--- src/rtl/exc_seq_ctrl.sv ---
// Exception/interrupt sequencer feeding CP0: latches requests, arbitrates, stalls, redirects fetch.
// Optional timer interrupt source enabled by defining EXC_SEQ_TIMER_EN.
module exc_seq_ctrl #(
    parameter int unsigned HOLD_CYCLES    = 1,
    parameter logic [4:0]  VEC_INTR_CAUSE = 5'b00000
) (
    input  logic        clk,
    input  logic        rst,
    input  logic        req_syscall,
    input  logic        req_break,
    input  logic        req_teq,
    input  logic        req_eret,
    input  logic [31:0] req_pc,
    input  logic        intr,
    input  logic [31:0] cp0_status,
`ifdef EXC_SEQ_TIMER_EN
    input  logic        cmp_we,
    input  logic [31:0] cmp_wdata,
`endif
    output logic        cp0_exception,
    output logic        cp0_eret,
    output logic [4:0]  cp0_cause,
    output logic [31:0] cp0_pc,
    output logic        stall,
    output logic        pc_load,
    output logic        busy,
    output logic        overflow
);

    typedef enum logic [1:0] {IDLE, ISSUE, WAIT, REDIRECT} state_t;

    localparam logic [2:0] SRC_SYS  = 3'd0;
    localparam logic [2:0] SRC_BRK  = 3'd1;
    localparam logic [2:0] SRC_TEQ  = 3'd2;
    localparam logic [2:0] SRC_ERET = 3'd3;
    localparam logic [2:0] SRC_INT  = 3'd4;

    localparam logic [4:0] CAUSE_SYS = 5'b01000;
    localparam logic [4:0] CAUSE_BRK = 5'b01001;
    localparam logic [4:0] CAUSE_TEQ = 5'b01101;
    localparam logic [3:0] HOLD_LD   = 4'(HOLD_CYCLES);

    state_t      state;
    logic [3:0]  cnt;
    logic [2:0]  cur_src;
    logic [3:0]  pend;
    logic [31:0] pend_pc [4];
    logic [31:0] last_pc;
    logic        intr_s1, intr_s2, intr_armed;
    logic [3:0]  req_v;
    logic [3:0]  pend_clr;
    logic        int_ok;
    logic        issue_int;
    logic        win_valid;
    logic [2:0]  win_src;
    logic [4:0]  win_cause;
    logic [31:0] win_pc;
    logic        win_eret;
    logic        unused_status;

    assign req_v         = {req_eret, req_teq, req_break, req_syscall};
    assign unused_status = ^cp0_status[31:1];

    // Fixed priority over latched bits only; interrupt is the lowest-priority fallback.
    always_comb begin
        win_valid = 1'b1;
        win_src   = SRC_INT;
        win_cause = '0;
        win_pc    = '0;
        win_eret  = 1'b0;
        if (pend[3]) begin
            win_src  = SRC_ERET;
            win_pc   = pend_pc[3];
            win_eret = 1'b1;
        end else if (pend[2]) begin
            win_src   = SRC_TEQ;
            win_cause = CAUSE_TEQ;
            win_pc    = pend_pc[2];
        end else if (pend[1]) begin
            win_src   = SRC_BRK;
            win_cause = CAUSE_BRK;
            win_pc    = pend_pc[1];
        end else if (pend[0]) begin
            win_src   = SRC_SYS;
            win_cause = CAUSE_SYS;
            win_pc    = pend_pc[0];
        end else if (int_ok) begin
            win_cause = VEC_INTR_CAUSE;
            win_pc    = last_pc;
        end else begin
            win_valid = 1'b0;
        end
    end

    always_comb begin
        pend_clr = '0;
        if (state == ISSUE && cur_src != SRC_INT)
            pend_clr[cur_src[1:0]] = 1'b1;
    end

    assign issue_int = (state == IDLE) && win_valid && (win_src == SRC_INT);

    // A request landing on an already-set bit is lost, even on the clearing edge.
    always_ff @(posedge clk or posedge rst) begin
        if (rst) begin
            pend     <= '0;
            last_pc  <= '0;
            overflow <= 1'b0;
            for (int unsigned i = 0; i < 4; i++)
                pend_pc[i] <= '0;
        end else begin
            for (int unsigned i = 0; i < 4; i++) begin
                if (req_v[i] && pend[i])
                    overflow <= 1'b1;
                if (pend_clr[i])
                    pend[i] <= 1'b0;
                else if (req_v[i] && !pend[i]) begin
                    pend[i]    <= 1'b1;
                    pend_pc[i] <= req_pc;
                end
            end
            if (|req_v)
                last_pc <= req_pc;
        end
    end

    // One interrupt per asserted level: re-arm only once the synchronised line is low.
    always_ff @(posedge clk or posedge rst) begin
        if (rst) begin
            intr_s1    <= 1'b0;
            intr_s2    <= 1'b0;
            intr_armed <= 1'b1;
        end else begin
            intr_s1 <= intr;
            intr_s2 <= intr_s1;
            if (issue_int && intr_s2)
                intr_armed <= 1'b0;
            else if (!intr_s2)
                intr_armed <= 1'b1;
        end
    end

`ifdef EXC_SEQ_TIMER_EN
    logic [31:0] tmr_count;
    logic [31:0] tmr_cmp;
    logic        tmr_pend;

    always_ff @(posedge clk or posedge rst) begin
        if (rst) begin
            tmr_count <= '0;
            tmr_cmp   <= '0;
            tmr_pend  <= 1'b0;
        end else begin
            tmr_count <= tmr_count + 32'd1;
            if (cmp_we) begin
                tmr_cmp  <= cmp_wdata;
                tmr_pend <= 1'b0;
            end else if (issue_int)
                tmr_pend <= 1'b0;
            else if (tmr_count == tmr_cmp && tmr_cmp != '0)
                tmr_pend <= 1'b1;
        end
    end

    assign int_ok = cp0_status[0] && ((intr_s2 && intr_armed) || tmr_pend);
`else
    assign int_ok = cp0_status[0] && intr_s2 && intr_armed;
`endif

    always_ff @(posedge clk or posedge rst) begin
        if (rst) begin
            state         <= IDLE;
            cnt           <= '0;
            cur_src       <= '0;
            cp0_exception <= 1'b0;
            cp0_eret      <= 1'b0;
            cp0_cause     <= '0;
            cp0_pc        <= '0;
            stall         <= 1'b0;
            pc_load       <= 1'b0;
            busy          <= 1'b0;
        end else begin
            case (state)
                IDLE: begin
                    if (win_valid) begin
                        state         <= ISSUE;
                        cur_src       <= win_src;
                        cp0_exception <= 1'b1;
                        cp0_eret      <= win_eret;
                        cp0_cause     <= win_cause;
                        cp0_pc        <= win_pc;
                        stall         <= 1'b1;
                        busy          <= 1'b1;
                    end
                end
                ISSUE: begin
                    state         <= WAIT;
                    cnt           <= HOLD_LD;
                    cp0_exception <= 1'b0;
                    cp0_eret      <= 1'b0;
                    cp0_cause     <= '0;
                    cp0_pc        <= '0;
                end
                WAIT: begin
                    if (cnt <= 4'd1) begin
                        state   <= REDIRECT;
                        pc_load <= 1'b1;
                    end else begin
                        cnt <= cnt - 4'd1;
                    end
                end
                REDIRECT: begin
                    state   <= IDLE;
                    pc_load <= 1'b0;
                    stall   <= 1'b0;
                    busy    <= 1'b0;
                end
                default: state <= IDLE;
            endcase
        end
    end

endmodule
--- config.mk ---
export PLATFORM = sky130hd
export DESIGN_NAME = exc_seq_ctrl
export DESIGN_NICKNAME = d
export VERILOG_FILES = /design/src/rtl/exc_seq_ctrl.sv
export SDC_FILE = /design/constraint.sdc
export NUM_CORES = 1
export LEC_CHECK = 0
export CAP_MARGIN = 10
export CORE_MARGIN = 2
export CORE_UTILIZATION = 32
export CTS_BUF_LIST = sky130_fd_sc_hd__clkbuf_4 sky130_fd_sc_hd__clkbuf_8 sky130_fd_sc_hd__clkbuf_16
export CTS_CLUSTER_DIAMETER = 30
export DETAILED_ROUTE_END_ITERATION = 10
export HOLD_SLACK_MARGIN = 0.02
export PLACE_DENSITY_LB_ADDON = 0.1
export SYNTH_ARGS = -nofsm -noshare
export SYNTH_HDL_FRONTEND = slang
export SYNTH_SLANG_ARGS = --single-unit
--- constraint.sdc ---
create_clock -name clk -period 9.6 [get_ports clk]
set_input_delay 2.88 -clock clk [delete_from_list [all_inputs] [get_ports clk]]
set_output_delay 2.88 -clock clk [all_outputs]
set_load 0.005 [all_outputs]
[Word-level counts from Yosys, hierarchy flattened]
Index checks and enable logic that the tools add are counted.
Storage, ports and cells
  logic and storage cells: 131
  register bits: 218
  output and inout port bits: 43
  input port bits: 71
Cells by class
  $lt $le $gt $ge: 3
  bitwise operators: 4
  reduce and logical (&&, ||, !) cells: 40
  multiplexer cells: 52
  equality and inequality tests: 9
  add/sub/neg operators: 1
Operators by type and width (count)
  32-bit two-way mux: 6
  32-bit one-hot mux with 2 select lines: 1
  1-bit two-way mux: 24
  4-bit two-way mux: 6
  2-bit AND reduction: 10
  2-bit nonzero test: 8
  1-bit logical AND: 15
  3-bit two-way mux: 4
  5-bit one-hot mux with 2 select lines: 1
  1-bit one-hot mux with 2 select lines: 4
  2-bit one-hot mux with 4 select lines: 1
  4-bit one-hot mux with 2 select lines: 1
  2-bit != test, second input constant: 3
  5-bit two-way mux: 1
  2-bit == test, second input constant: 2
  4-bit by 1-bit <= comparator with 1-bit output, second input constant: 1
  1-bit zero test: 4
  2-bit two-way mux: 2
  1-bit inverter: 4
  4-bit nonzero test: 1
  4-bit OR reduction: 1
  4-bit by 1-bit subtractor with 4-bit output, second input constant: 1
  3-bit == test, second input constant: 1
  2-bit by 3-bit less-than comparator with 1-bit output, second input constant: 1
  6 further kinds: 6

[Longest topological paths before layout]
  depth after elaboration: 11
  depth in mapped cells: 8
  gate-level depth less buffers: 6

[Worst setup path after synthesis]
No wires, ideal clock.
  kind: input port to flip-flop
  from: input port req_syscall
  to: register last_pc[0]
  path slack: 5.435 ns
  cell stages on the path: 3
  setup time: 0.125 ns
  required time: 9.475 ns
  path buffers: 1
  arrival time: 4.040 ns
  path through: nor4_1 buf_2 mux2_2
On the way
  cells in the longest elaborated chain, start to end: 1
Ends and longest elaborated chain
  start: declaration: RTL line 9  | input logic req_syscall,
  4-bit OR reduction: RTL line 122  | if (|req_v)
  end signal: assignment: RTL line 123  | last_pc <= req_pc;
  end: declaration: RTL line 48  | logic [31:0] last_pc;
Every way passes these cells.
A chain may end at the register's enable or synchronous reset.

[Final worst setup path]
  from: input port cp0_status[0]
  to: register cp0_pc[0]
On the way
  cells in the longest elaborated chain, start to end: 9
  elaborated cells on any way between the ends: 16
  those cells by class: 1 x eq/ne; 12 x mux; 3 x reduce/logical
Ends and longest elaborated chain
  start: declaration: RTL line 15  | input logic [31:0] cp0_status,
  1-bit logical AND * (2 in series): RTL line 167  | assign int_ok = cp0_status[0] && intr_s2 && intr_armed;
  32-bit two-way mux or 1-bit two-way mux (tied branches): RTL line 87  | end else if (int_ok) begin
  32-bit two-way mux or 1-bit two-way mux (tied branches): RTL line 83  | end else if (pend[0]) begin
  32-bit two-way mux or 1-bit two-way mux (tied branches): RTL line 79  | end else if (pend[1]) begin
  32-bit two-way mux or 1-bit two-way mux (tied branches): RTL line 75  | end else if (pend[2]) begin
  32-bit two-way mux or 1-bit two-way mux (tied branches): RTL line 71  | if (pend[3]) begin
  32-bit two-way mux or 2-bit != test (tied branches)
  32-bit one-hot mux with 2 select lines or 2-bit AND reduction (tied branches)
  end signal: assignment: RTL line 191  | cp0_pc <= win_pc;
  end: declaration: RTL line 23  | output logic [31:0] cp0_pc,
Every way passes the cells marked *; elsewhere a longest branch is shown, timed or not. The select of a mux whose other input is x is not followed.

==> out/metrics.csv <==
stage,metric,value,unit
logic_synthesis,synth_compound_area_frac,0.133,
sta,hold_violations,0,
status,outcome,"complete, no violations",
floorplan,io-pin-count,114,
sta,setup_tns,0,ns
worst_setup_path,startpoint_type,input port,
clock_network,clockRootBuffer,clkbuf_16,
logic_synthesis,avgSynthCellArea,13.9,um^2
worst_setup_path,end_kind,register,
logic_synthesis,seq_area_frac_synth,0.596,
worst_setup_path,cpPeakStageDelay,0.92,ns
floorplan,fp-row-count,61,
power,power.density,365,nW/um^2
detailed_routing,drc,0,
global_routing,grt_max_degree,154,
logic_synthesis,synth_seq_cells,216,
logic_synthesis,ys.warnings.count,0,
sta,max_clock_freq,0.212,GHz
worst_setup_path,crit_type,input port to register,
clock_network,cts_setup_buffers,0,
job,drv_cap,0,
sta,timing.hold.ws,0.348,ns
placement,dpl_worst_slack,4.39,ns
logic_synthesis,synth_top_area_frac,0.593,
clock_network,cts_buffers,54,
min_path,hp-class,register to register,
logic_synthesis,synth_edf_count,0,
logic_synthesis,synth-xor-area-share,0.000966,
logic_synthesis,synthTopCellsByCount,"dfrtp_1 (215), mux2_2 (161), a211oi_1 (33)",
worst_setup_path,cp.buffers_inverters,1,
final_layout,final_util,0.437,
logic_synthesis,synth_top_family_by_area,multiplexers,
logic_synthesis,synth_cells,651,
floorplan,die_h,172,um
sta,relSlewSlack,0.189,
worst_setup_path,path_max_fanout,32,
detailed_routing,drt_wl_total,24.3,mm
floorplan,die_w,172,um
global_routing,grt_pass1_wl,38.3,mm
logic_synthesis,synthTopCellsByArea,"dfrtp_1 (59%), mux2_2 (20%), a221o_1 (3.4%)",
global_routing,grt_overflow,0,
detailed_routing,drt-initial-drc-count,299,
logic_synthesis,synth.area.mux_share,0.201,
sta,setup_viol,0,
worst_setup_path,required,10.06,ns
sta,final.setup_skew,0.0147,ns
clock_network,post_cts_resized,0,
logic_synthesis,synth_ff_type,dfrtp_1,
final_layout,num_antenna_cells,0,
logic_synthesis,yosysMostFrequentCell,dfrtp_1,
worst_setup_path,crit_chain,"clkdlybuf4s50_1, and4b_2, a22oi_1, a211oi_1, a221o_1",
clock_network,cts.sinks,216,
final_layout,drive_gt1_frac,0.354,
final_layout,nNetsFinal,825,
sta,tightest_slew,1.21,ns
clock_network,cts_tree,built,
detailed_routing,vias,6190,
sta,post-route-min-period,4.73,ns
logic_synthesis,yosysTopAreaCell,dfrtp_1,
power,vdd_ir_drop_max,141,uV
logic_synthesis,synth-adder-area-share,0.00966,
logic_synthesis,postSynth.asyncResetShare,1.00,
placement,gp_congestion,0.719,
global_routing,track_usage,0.169,
clock_network,hold_buffers,0,
clock_network,cts.clk_slew.worst_paths,0.04,ns
power,p_leak,5.09,nW
worst_setup_path,critPathSlowestCell,and4b_2,
worst_setup_path,arrival,5.19,ns
worst_setup_path,path_delay_family,simple AND/OR/NAND/NOR gates,
sta,period_share,0.492,
floorplan,start_util,0.326,
floorplan,coreArea,27900,um^2
clock_network,clk_latency,0.53,ns
detailed_routing,ant_nets,0,
detailed_routing,viasPerCell,5.32,
detailed_routing,wl_per_cell,20.9,um
placement,dp_hpwl,12.9,mm
logic_synthesis,synth_cell_types,46,
sta,setup_slack,4.87,ns
logic_synthesis,synth-simple-area-share,0.0287,
sta,slew_violations,0,
global_routing,first_global_vias,6841,
global_routing,antenna_found_initial,1,
clock_network,cts_htree_levels,2,
sta,rsz0062_at_grt,no,
clock_network,clockBufferDepth,3,
final_layout,area_delta_synth_final,34.2,%
floorplan,die_area,29700,um^2
placement,portBuffers,80,
logic_synthesis,syn_area,9070,um^2
detailed_routing,firstDrtPassIters,4,
[flip-flops by register name, indices dropped and copies added (netlist names)]
| name | cells |
|---|---|
| cp0_eret | 1 |
| intr_s1 | 1 |
| cp0_exception | 1 |
| cur_src | 3 |
| cnt | 4 |
| pc_load | 1 |
| intr_armed | 1 |
| last_pc | 32 |
| state | 2 |
| pend_pc | 128 |
| intr_s2 | 1 |
| pend | 4 |
| cp0_pc | 32 |
| cp0_cause | 3 |
| busy | 1 |
| overflow | 1 |
[through the flow]
stage	power, mW	area [um^2]	instances
6_report	4.44	12200	1164
5_1_grt	4.67	12200	1164
4_1_cts	4.49	12200	1164
3_5_place_dp	2.54	10200	1069
3_3_place_gp	2.47	10200	1069
2_1_floorplan	2.17	9070	652
[where the power goes]
| part | internal (mW) | switching [mW] |
|---|---|---|
| Clock | 1.40 | 0.524 |
| Combinational | 0.567 | 0.464 |
| Sequential | 1.27 | 0.211 |
| Total | 3.24 | 1.20 |
[per-layer routing]
| layer | vias to the layer above | routed length [um] | global-route usage |
|---|---|---|---|
| met3 | 63 | 1380 | 0.0396 |
| li1 | 2705 | - | - |
| met5 | - | 10 | 0 |
| met4 | 2 | 588 | 0.0691 |
| met1 | 3241 | 10400 | 0.207 |
| met2 | 179 | 11900 | 0.286 |
[path summary, 6_finish.rpt]
kind	from	endpoint	slack, ns	depth (start not counted)
min reg2reg	intr_s1$_DFF_PP0_	intr_s2$_DFF_PP0_	0.35	0
max	cp0_status[0]	cp0_pc[0]$_DFFE_PP0P_	4.87	5
max in group asynchronous	rst	pend[0]$_DFFE_PP0P_	5.06	3
min in group asynchronous	rst	pend_pc[27]$_DFFE_PP0P_	3.02	2
min	intr_s1$_DFF_PP0_	intr_s2$_DFF_PP0_	0.35	0
max reg2reg	state[0]$_DFFE_PP0P_	cp0_pc[13]$_DFFE_PP0P_	6.78	6
[cells in the final DEF (no fill, tap or decap), types with 10 or more instances in the layout]
cell type / n
dfrtp_1: 214
mux2_2: 161
clkdlybuf4s50_1: 80
clkbuf_16: 55
a211oi_1: 33
a22oi_1: 32
o22ai_1: 32
a221o_1: 31
bufinv_16: 11
a21oi_1: 10
nor2_1: 10
nand2_1: 10
[layout make-up]
cell class / count / area, um^2
clock buffers: 68 / 1520
clock inverters: 27 / 434
fillers: 2504 / 15700
inverters: 9 / 41.3
multi-input cells: 378 / 3430
flip-flops and latches: 216 / 5410
well taps: 378 / 473
repair buffers: 88 / 861
[cell families (layout without fill, tap and decap cells)]
group / after synthesis / count (layout)
other: 1 / 2
adder cells (fa/ha/maj): 7 / 7
AND/OR/NAND/NOR: 48 / 48
AO/OA/AOI/OAI: 158 / 158
multiplexers: 162 / 162
flip-flops: 216 / 216
XOR/XNOR: 1 / 1
buffers and inverters: 58 / 192
No activity file was read; power rests on OpenSTA's default activity.
